==> config.mk <==
export PLATFORM = sky130hd
export DESIGN_NAME = mem_port_arbiter
export DESIGN_NICKNAME = d
export VERILOG_FILES = /design/src/rtl/mem_port_arbiter_pkg.sv /design/src/rtl/arb_wait_timer.sv /design/src/rtl/mem_port_arbiter.sv
export SDC_FILE = /design/constraint.sdc
export NUM_CORES = 1
export LEC_CHECK = 0
export BUFFER_PORTS_ARGS = -buffer_cell sky130_fd_sc_hd__buf_2
export CORE_ASPECT_RATIO = 0.8
export CORE_MARGIN = 2
export CORE_UTILIZATION = 25
export CTS_BUF_LIST = sky130_fd_sc_hd__clkbuf_8
export DETAILED_ROUTE_END_ITERATION = 8
export PLACE_DENSITY = 0.6
export RECOVER_POWER = 25
export SETUP_SLACK_MARGIN = 0.5
export SLEW_MARGIN = 40
export SYNTH_ARGS = -nofsm -noshare
export SYNTH_HDL_FRONTEND = slang
export SYNTH_SLANG_ARGS = --single-unit
==> constraint.sdc <==
create_clock -name clk -period 5.9 [get_ports clk]
set_clock_uncertainty 0.15 [all_clocks]
set_input_delay 0.295 -clock clk [delete_from_list [all_inputs] [get_ports clk]]
set_output_delay 0.295 -clock clk [all_outputs]
set_load 0.005 [all_outputs]
==> src/rtl/mem_port_arbiter_pkg.sv <==
`default_nettype none
// ============================================================================
// Module  : mem_port_arbiter_pkg
// Purpose : Shared encodings for the unified memory port arbiter: FSM states,
//           owner identifiers and the default no-ack timeout.
// Ports   : none (package)
// Revision: 1.0 - initial release
// ============================================================================
package mem_port_arbiter_pkg;

  typedef enum logic [1:0] {
    ARB_IDLE = 2'd0,
    ARB_BUSY = 2'd1,
    ARB_TERM = 2'd2
  } arb_state_e;

  typedef enum logic {
    OWNER_FETCH = 1'b0,
    OWNER_DATA  = 1'b1
  } arb_owner_e;

  localparam int ARB_TIMEOUT_DEFAULT = 15;

endpackage
`default_nettype wire

==> src/rtl/arb_wait_timer.sv <==
`default_nettype none
// ============================================================================
// Module  : arb_wait_timer
// Purpose : Wait-cycle counter for multi-cycle handshakes. Clear has priority
//           over increment. 'last' flags that the current count is one short
//           of LIMIT, so one more increment completes LIMIT waited cycles.
// Ports   : clk, reset (async, active-low)
//           clear - return count to zero
//           inc   - advance count by one
//           last  - count == LIMIT-1
// Revision: 1.0 - initial release
// ============================================================================
module arb_wait_timer #(
  parameter int LIMIT = 15
) (
  input  logic clk,
  input  logic reset,
  input  logic clear,
  input  logic inc,
  output logic last
);

  localparam int CNT_W = $clog2(LIMIT + 1);

  logic [CNT_W-1:0] count_q;
  logic [CNT_W-1:0] count_d;

  always_comb begin
    count_d = count_q;
    if (clear) begin
      count_d = '0;
    end else if (inc) begin
      count_d = count_q + CNT_W'(1);
    end
  end

  always_ff @(posedge clk or negedge reset) begin
    if (!reset) begin
      count_q <= '0;
    end else begin
      count_q <= count_d;
    end
  end

  // Compared against the pre-increment value so the decision does not
  // depend combinationally on 'inc'.
  assign last = (count_q == CNT_W'(LIMIT - 1));

endmodule
`default_nettype wire

==> src/rtl/mem_port_arbiter.sv <==
`default_nettype none
// ============================================================================
// Module  : mem_port_arbiter
// Purpose : Shares one single-ported instruction/data memory between fetch
//           and the memory stage. One registered req/ack transaction at a
//           time; data requests win at arbitration. Completion is a one-cycle
//           valid pulse to the owner; a no-ack timeout forces completion.
// Ports   : clk, reset (async, active-low)
//           if_req/if_addr -> if_rdata/if_valid          fetch port
//           d_rd_req/d_wr_req/d_addr/d_wdata -> d_rdata/d_valid  data port
//           mem_req/mem_we/mem_addr/mem_wdata <- mem_rdata/mem_ack  memory
//           stall_fetch, stall_data                      pipeline stalls
//           err_timeout, err_proto                       sticky error flags
// Revision: 1.0 - initial release
// ============================================================================
module mem_port_arbiter
  import mem_port_arbiter_pkg::*;
#(
  parameter int ADDR_W      = 32,
  parameter int DATA_W      = 32,
  parameter int TIMEOUT_CYC = ARB_TIMEOUT_DEFAULT
) (
  input  logic              clk,
  input  logic              reset,
  input  logic              if_req,
  input  logic [ADDR_W-1:0] if_addr,
  output logic [DATA_W-1:0] if_rdata,
  output logic              if_valid,
  input  logic              d_rd_req,
  input  logic              d_wr_req,
  input  logic [ADDR_W-1:0] d_addr,
  input  logic [DATA_W-1:0] d_wdata,
  output logic [DATA_W-1:0] d_rdata,
  output logic              d_valid,
  output logic              mem_req,
  output logic              mem_we,
  output logic [ADDR_W-1:0] mem_addr,
  output logic [DATA_W-1:0] mem_wdata,
  input  logic [DATA_W-1:0] mem_rdata,
  input  logic              mem_ack,
  output logic              stall_fetch,
  output logic              stall_data,
  output logic              err_timeout,
  output logic              err_proto
);

  arb_state_e        state_q,       state_d;
  arb_owner_e        owner_q,       owner_d;
  logic              mem_req_q,     mem_req_d;
  logic              mem_we_q,      mem_we_d;
  logic [ADDR_W-1:0] mem_addr_q,    mem_addr_d;
  logic [DATA_W-1:0] mem_wdata_q,   mem_wdata_d;
  logic              err_timeout_q, err_timeout_d;
  logic              err_proto_q,   err_proto_d;

  logic d_req;
  logic load_data;
  logic load_fetch;
  logic timer_clear;
  logic timer_inc;
  logic timer_last;
  logic done;

  assign d_req = d_rd_req | d_wr_req;
  assign done  = (state_q == ARB_BUSY) && mem_ack;

  arb_wait_timer #(
    .LIMIT (TIMEOUT_CYC)
  ) u_wait_timer (
    .clk   (clk),
    .reset (reset),
    .clear (timer_clear),
    .inc   (timer_inc),
    .last  (timer_last)
  );

  always_comb begin
    state_d       = state_q;
    owner_d       = owner_q;
    mem_req_d     = mem_req_q;
    mem_we_d      = mem_we_q;
    mem_addr_d    = mem_addr_q;
    mem_wdata_d   = mem_wdata_q;
    err_timeout_d = err_timeout_q;
    err_proto_d   = err_proto_q | (d_rd_req & d_wr_req);
    load_data     = 1'b0;
    load_fetch    = 1'b0;
    timer_clear   = 1'b0;
    timer_inc     = 1'b0;

    unique case (state_q)
      ARB_IDLE: begin
        timer_clear = 1'b1;
        if (d_req) begin
          load_data = 1'b1;
        end else if (if_req) begin
          load_fetch = 1'b1;
        end
      end
      ARB_BUSY: begin
        if (mem_ack) begin
          timer_clear = 1'b1;
          // The completing owner still holds its request this cycle, so
          // only the other requester may take the port back-to-back.
          if ((owner_q == OWNER_FETCH) && d_req) begin
            load_data = 1'b1;
          end else if ((owner_q == OWNER_DATA) && if_req) begin
            load_fetch = 1'b1;
          end else begin
            state_d   = ARB_IDLE;
            mem_req_d = 1'b0;
          end
        end else begin
          timer_inc = 1'b1;
          if (timer_last) begin
            state_d   = ARB_TERM;
            mem_req_d = 1'b0;
          end
        end
      end
      ARB_TERM: begin
        timer_clear   = 1'b1;
        err_timeout_d = 1'b1;
        state_d       = ARB_IDLE;
      end
      default: begin
        state_d   = ARB_IDLE;
        mem_req_d = 1'b0;
      end
    endcase

    // A simultaneous read+write request is executed as a write.
    if (load_data) begin
      state_d     = ARB_BUSY;
      owner_d     = OWNER_DATA;
      mem_req_d   = 1'b1;
      mem_we_d    = d_wr_req;
      mem_addr_d  = d_addr;
      mem_wdata_d = d_wdata;
    end else if (load_fetch) begin
      state_d    = ARB_BUSY;
      owner_d    = OWNER_FETCH;
      mem_req_d  = 1'b1;
      mem_we_d   = 1'b0;
      mem_addr_d = if_addr;
    end
  end

  always_ff @(posedge clk or negedge reset) begin
    if (!reset) begin
      state_q       <= ARB_IDLE;
      owner_q       <= OWNER_FETCH;
      mem_req_q     <= 1'b0;
      mem_we_q      <= 1'b0;
      mem_addr_q    <= '0;
      mem_wdata_q   <= '0;
      err_timeout_q <= 1'b0;
      err_proto_q   <= 1'b0;
    end else begin
      state_q       <= state_d;
      owner_q       <= owner_d;
      mem_req_q     <= mem_req_d;
      mem_we_q      <= mem_we_d;
      mem_addr_q    <= mem_addr_d;
      mem_wdata_q   <= mem_wdata_d;
      err_timeout_q <= err_timeout_d;
      err_proto_q   <= err_proto_d;
    end
  end

  // Completion is either an ack in BUSY or the forced TERM cycle (rdata 0).
  assign if_valid = (owner_q == OWNER_FETCH) && (done || (state_q == ARB_TERM));
  assign d_valid  = (owner_q == OWNER_DATA)  && (done || (state_q == ARB_TERM));
  assign if_rdata = ((owner_q == OWNER_FETCH) && done) ? mem_rdata : '0;
  assign d_rdata  = ((owner_q == OWNER_DATA) && done && !mem_we_q) ? mem_rdata : '0;

  assign stall_fetch = if_req && !if_valid;
  assign stall_data  = d_req && !d_valid;

  assign mem_req     = mem_req_q;
  assign mem_we      = mem_we_q;
  assign mem_addr    = mem_addr_q;
  assign mem_wdata   = mem_wdata_q;
  assign err_timeout = err_timeout_q;
  assign err_proto   = err_proto_q;

endmodule
`default_nettype wire

== Yosys cells after proc, flatten, opt, wreduce, memory -nomap -nowiden ==
Cells that the tools add are included.
W data, S select, Z words.

* Memories: 0
* RAM bits: 0
* Bits in read-only memories: 0
* Word-level logic and storage cells: 79
* Flip-flop bits (word level): 75
* Output and inout bits: 136
* Bits in latches: 0

* Bitwise operators: 4
* Eq/ne operators: 8
* Multiplexer cells: 37
* Shift operators: 0
* Divide/modulo/power cells: 0
* Magnitude comparators: 0
* Add/subtract/negate cells: 1
* Reductions and logical operators: 20
* Multipliers: 0

{| class="wikitable"
|+ Operators by type and width
! kind !! number
|-
| $mux W32 || 4
|-
| $mux W1 || 20
|-
| $ne A5 B5 Y1 const B || 3
|-
| $mux W2 || 6
|-
| $logic_and A1 B1 Y1 || 10
|-
| $mux W4 || 2
|-
| $pmux W1 S2 || 4
|-
| $reduce_and A4 Y1 || 2
|-
| $add A4 B1 Y4 const B || 1
|-
| $eq A4 B4 Y1 const B || 1
|-
| $pmux W2 S2 || 1
|-
| $reduce_bool A2 Y1 || 2
|-
| $logic_not A1 Y1 || 3
|-
| $ne A3 B1 Y1 const B || 1
|-
| $ne A3 B3 Y1 const B || 1
|-
| $eq A2 B1 Y1 const B || 1
|-
| $eq A2 B2 Y1 const B || 1
|-
| $logic_not A2 Y1 || 1
|-
| $or A1 B1 Y1 || 2
|-
| $reduce_or A2 Y1 || 1
|-
| $and A1 B1 Y1 || 1
|-
| $logic_or A1 B1 Y1 || 1
|-
| $not A1 Y1 || 1
|}

== Logic depth before layout (Yosys ltp) ==
* Depth after elaboration: 7
* Mapped depth: 7

== By module ==
From an unflattened synthesis, not the netlist that was laid out.

* Cell total of the unflattened synthesis: 342
* Area total of the unflattened synthesis: 3,727.3 sq um

{| class="wikitable"
|+ Modules (own cells, without submodules)
! module !! instances !! sequential area each (sq um) !! area each (sq um) !! cells each
|-
| mem_port_arbiter || 1 || 1,776.7 || 3,507.1 || 322
|-
| arb_wait_timer || 1 || 100.1 || 220.2 || 20
|}

== Worst setup path before layout ==
Ideal clock, no wire load.

* Kind: flip-flop to output port
* From: register state_q[0]
* To: output d_rdata[10]
* Setup slack: 4.018 ns
* Cell stages (with the launch flop): 6
* Arrival time: 1.437 ns
* Cells stage by stage: dfrtp_1 -> inv_2 -> or3_4 -> nor3b_2 -> buf_2 -> and2_1

* Cells in the longest elaborated chain, start to end: 5

{| class="wikitable"
|+ Ends and longest elaborated chain
! item !! line !! text
|-
| start, declared || mem_port_arbiter.sv:47 || <nowiki>arb_state_e state_q, state_d;</nowiki>
|-
| start signal, assigned || mem_port_arbiter.sv:160 || <nowiki>state_q <= state_d;</nowiki>
|-
| $eq A2 B1 Y1 || mem_port_arbiter.sv:65 || <nowiki>assign done = (state_q == ARB_BUSY) && mem_ack;</nowiki>
|-
| $logic_and A1 B1 Y1 || mem_port_arbiter.sv:65 ||
|-
| $logic_and A1 B1 Y1 (2 in series) || mem_port_arbiter.sv:175 || <nowiki>assign d_rdata = ((owner_q == OWNER_DATA) && done && !mem_we_q) ? mem_rdata : '0;</nowiki>
|-
| $mux W32 || mem_port_arbiter.sv:175 ||
|-
| end, declared || mem_port_arbiter.sv:33 || <nowiki>output logic [DATA_W-1:0] d_rdata,</nowiki>
|}

Every way passes these cells.

== Final worst setup path ==
* From: register state_q[1]
* To: output d_rdata[23]

The elaborated chain is that of the path after synthesis.

==> flow_summary.html <==
<table>
<tr><th>Metric</th><th>Value</th></tr>
<tr><th colspan="2">Place</th></tr>
<tr><td>Routability Congestion</td><td>0.957</td></tr>
<tr><td>Post-placement setup slack</td><td>3.32 ns</td></tr>
<tr><td>Number of buffer cells added on primary ports</td><td>269</td></tr>
<tr><td>Post-detailed-placement half-perimeter wirelength</td><td>8.91 mm</td></tr>
<tr><th colspan="2">Drt</th></tr>
<tr><td>Vias after detailed routing</td><td>3609</td></tr>
<tr><td>Post-route ant nets</td><td>0</td></tr>
<tr><td>Average wire length per cell after detail routing</td><td>14.4 um</td></tr>
<tr><td>Number of iterations in the first detailed-routing pass</td><td>4</td></tr>
<tr><td>Average via count per standard cell</td><td>4.35</td></tr>
<tr><td>Remaining routing DRC violations</td><td>0</td></tr>
<tr><td>Detailed Route WL</td><td>12.0 mm</td></tr>
<tr><td>Starting DRT DRC Count</td><td>106</td></tr>
<tr><th colspan="2">Setup path</th></tr>
<tr><td>Worst setup path class</td><td>flip-flop to output port</td></tr>
<tr><td>Critical path launch point type</td><td>flip-flop</td></tr>
<tr><td>Delay-heaviest family, CP</td><td>simple AND/OR/NAND/NOR gates</td></tr>
<tr><td>Worst path bufs/invs</td><td>2</td></tr>
<tr><td>CP Data Required Time</td><td>5.45 ns</td></tr>
<tr><td>Peak per-stage delay on the critical path</td><td>0.59 ns</td></tr>
<tr><td>Worst endpoint data arrival time</td><td>2.27 ns</td></tr>
<tr><td>Critical Path, Cell by Cell</td><td>or3_4 &gt; nor3b_4 &gt; buf_6 &gt; and2_1 &gt; buf_2</td></tr>
<tr><td>Max Fanout on Critical Path</td><td>24</td></tr>
<tr><td>Slowest CP cell</td><td>dfrtp_1</td></tr>
<tr><td>Crit end category</td><td>output port</td></tr>
<tr><th colspan="2">Floorplanning</th></tr>
<tr><td>DIE AREA</td><td>15900 um2</td></tr>
<tr><td>Die height</td><td>113 um</td></tr>
<tr><td>Core region area</td><td>14400 um2</td></tr>
<tr><td>Number of I/O pins</td><td>270</td></tr>
<tr><td>Row Count</td><td>39</td></tr>
<tr><td>Starting density of the core</td><td>25.8%</td></tr>
<tr><td>Die X</td><td>140 um</td></tr>
<tr><th colspan="2">Timing</th></tr>
<tr><td>Final Hold Viols</td><td>0</td></tr>
<tr><td>Setup tns final</td><td>0 ns</td></tr>
<tr><td># setup viols final</td><td>0</td></tr>
<tr><td>Final-report max-slew violation count</td><td>0</td></tr>
<tr><td>Post-layout worst setup margin</td><td>3.18 ns</td></tr>
<tr><td>Worst-margin pin slew</td><td>0.695 ns</td></tr>
<tr><td>Worst-case headroom to the max-slew limit</td><td>53.7%</td></tr>
<tr><td>Fmax</td><td>368 MHz</td></tr>
<tr><td>Minimum period implied by the final worst setup slack</td><td>2.72 ns</td></tr>
<tr><td>Share of the clock period used by the worst path after layout</td><td>46.0%</td></tr>
<tr><td>Unrepaired setup endpoints after global routing</td><td>no</td></tr>
<tr><th colspan="2">Global routing</th></tr>
<tr><td>Overall overflow remaining after global route</td><td>0</td></tr>
<tr><td>Global-route wire length before repair</td><td>18.8 mm</td></tr>
<tr><td>Total routing usage reported by global routing</td><td>15.2%</td></tr>
<tr><td>Number of antenna violations at the first check in global routing</td><td>3</td></tr>
<tr><td>Largest net degree at the start of global routing</td><td>76</td></tr>
<tr><td>Number of global-route vias before repair</td><td>3728</td></tr>
<tr><th colspan="2">Power and ir drop</th></tr>
<tr><td>Total power divided by cell area</td><td>393 nW/um2</td></tr>
<tr><td>Largest vdd supply drop</td><td>0.216 mV</td></tr>
<tr><td>Leakage power of the design</td><td>2.97 nW</td></tr>
<tr><td>Total Power</td><td>2.28 mW</td></tr>
<tr><th colspan="2">Layout</th></tr>
<tr><td>Signed area change from the synthesized netlist to the final layout</td><td>55.9%</td></tr>
<tr><td>Utilization after layout</td><td>40.2%</td></tr>
<tr><td>Number of nets at the end of the flow</td><td>774</td></tr>
<tr><td>Fraction of final layout cells sized beyond drive strength 1</td><td>51.2%</td></tr>
<tr><th colspan="2">Run</th></tr>
<tr><td>Number of maximum-capacitance violations</td><td>0</td></tr>
<tr><th colspan="2">Synth</th></tr>
<tr><td>Top cells by area, synth</td><td>dfrtp_1, and2_1, mux2_2, mux2i_1, a21oi_1</td></tr>
<tr><td>Area share of the largest cell type after synthesis</td><td>50.5%</td></tr>
<tr><td>Register bit count reported by yosys</td><td>75</td></tr>
<tr><td>Warning count from the yosys run</td><td>0</td></tr>
<tr><td>Cell count after synthesis</td><td>343</td></tr>
<tr><td>Post-Syn Area per Cell</td><td>10.8 um2</td></tr>
<tr><td>Syn nets</td><td>479</td></tr>
<tr><td>Distinct cells, synth</td><td>35</td></tr>
<tr><td>Sequential-to-total area share from yosys stat</td><td>50.5%</td></tr>
<tr><td>Largest area contributor in the netlist</td><td>dfrtp_1</td></tr>
<tr><td>Synthesized cell area</td><td>3710 um2</td></tr>
<tr><th colspan="2">Status</th></tr>
<tr><td>Outcome</td><td>complete, no violations</td></tr>
<tr><th colspan="2">CTS</th></tr>
<tr><td>Post-cts resize count</td><td>0</td></tr>
<tr><td>Num CTS Buffers</td><td>9</td></tr>
<tr><td>H-tree depth</td><td>3</td></tr>
<tr><td>Skew-Pair Late Insertion Delay</td><td>0.36 ns</td></tr>
<tr><td>Clk sink count</td><td>75</td></tr>
<tr><td>TritonCTS clock tree</td><td>done</td></tr>
<tr><td>Clock tree root driver cell</td><td>clkbuf_8</td></tr>
<tr><td>Maximum root-to-sink buffer count</td><td>2</td></tr>
<tr><td>Clock slew at the register clock pins of the worst setup and hold paths</td><td>0.08 ns</td></tr>
<tr><td>Post-CTS Setup Inserts</td><td>0</td></tr>
<tr><th colspan="2">Min path</th></tr>
<tr><td>Worst min path class</td><td>input pin to flip-flop</td></tr>
</table>
-- state kept, by name, summed over array words and instances (netlist names) --
name	flops
state_q	2
mem_addr	32
err_timeout	1
mem_we	1
owner_q	1
mem_wdata	32
mem_req	1
err_proto	1
u_wait_timer.count_q	4
-- layer usage --
layer	vias up	share of wire, %	track usage [%]
li1	1758	-	-
met1	1662	40	17.5
met2	176	50	26.2
met3	13	8.4	5.76
met4	0	1.6	4.71
met5	-	0	0
-- through the flow --
| step | instance area [um2] | hold slack (ns) | cells |
|---|---|---|---|
| finish | 5790 | 0.0668 | 829 |
| global route | 5790 | 0.0464 | 829 |
| CTS | 5750 | 0.00399 | 824 |
| global placement | 5200 | 0.296 | 777 |
| detailed placement | 5210 | 0.226 | 777 |
| floorplan | 3710 | -0.151 | 343 |
-- where the power goes --
part | switching [mW] | total (mW) | internal, mW
combinational | 0.440 | 0.935 | 0.494
clock | 0.206 | 0.457 | 0.250
sequential | 0.137 | 0.884 | 0.748
-- layout by cell type, fill, tap and decap left out, types with 3 or more instances in the layout --
cell / instances
nor3_1: 3
mux2i_1: 32
buf_4: 3
dlygate4sd3_1: 33
nand2b_1: 3
inv_1: 3
a21oi_1: 39
clkbuf_8: 10
diode_2: 3
nor2_1: 41
and2_1: 64
buf_2: 268
mux2_2: 33
dfrtp_1: 75
-- synth_stat cells (all sizes together) --
cell type   n
dfrtp      75
and2       64
nor2       42
a21oi      39
mux2       33
mux2i      32
buf        16
clkbuf      6
inv         5
nand2b      3
nor3        3
o21ai       3
a211oi      2
a21o        2
ha          2
nand2       2
nand3       2
or3         2
a2111oi     1
a21boi      1
a22oi       1
a311oi      1
nor2b       1
nor3b       1
nor4        1
nor4b       1
o2bb2ai     1
or4b        1
-- final timing paths --
check                           cells after the start  slack (ns)                             endpoint                    from
worst max-delay path                                5        3.18                          d_rdata[23]  state_q[1]$_DFFE_PN0P_
worst min register to register                      1        0.32                  err_proto$_DFF_PN0_     err_proto$_DFF_PN0_
max in group asynchronous                           2        4.73  u_wait_timer.count_q[2]$_DFFE_PN0P_                   reset
worst max register to register                      5        3.65             mem_addr[10]$_DFFE_PN0P_     owner_q$_DFFE_PN0P_
worst min-delay path                                2        0.07                  err_proto$_DFF_PN0_                d_rd_req
min in group asynchronous                           2        0.38            mem_wdata[11]$_DFFE_PN0P_                   reset
-- layout make-up --
| type | instances | area [um2] |
|---|---|---|
| inverters | 5 | 18.8 |
| multi-input cells | 241 | 1710 |
| well taps | 184 | 230 |
| fillers | 1384 | 8610 |
| repair buffers | 306 | 1720 |
| clock buffers | 10 | 138 |
| clock inverters | 5 | 86.3 |
| flip-flops and latches | 75 | 1880 |
| diodes | 3 | 7.51 |
-- cell families (layout without fill, tap and decap cells) --
| logic type | after synthesis | after routing | share of synthesized area [%] |
|---|---|---|---|
| other cells | 0 | 3 | 0 |
| flops | 75 | 75 | 50.5 |
| mux | 65 | 65 | 18.6 |
| compound gates | 51 | 51 | 7.88 |
| fa+ha+maj | 2 | 2 | 0.674 |
| simple gates | 123 | 123 | 18.1 |
| buf+inv | 27 | 326 | 4.14 |
-- what timing repair did --
item                                    4_1_cts  5_1_grt
hold buffers                                 32        1
endpoints found under the hold margin       106        1
endpoints found under the setup margin        0        0
No activity file was read; power rests on OpenSTA's default activity.
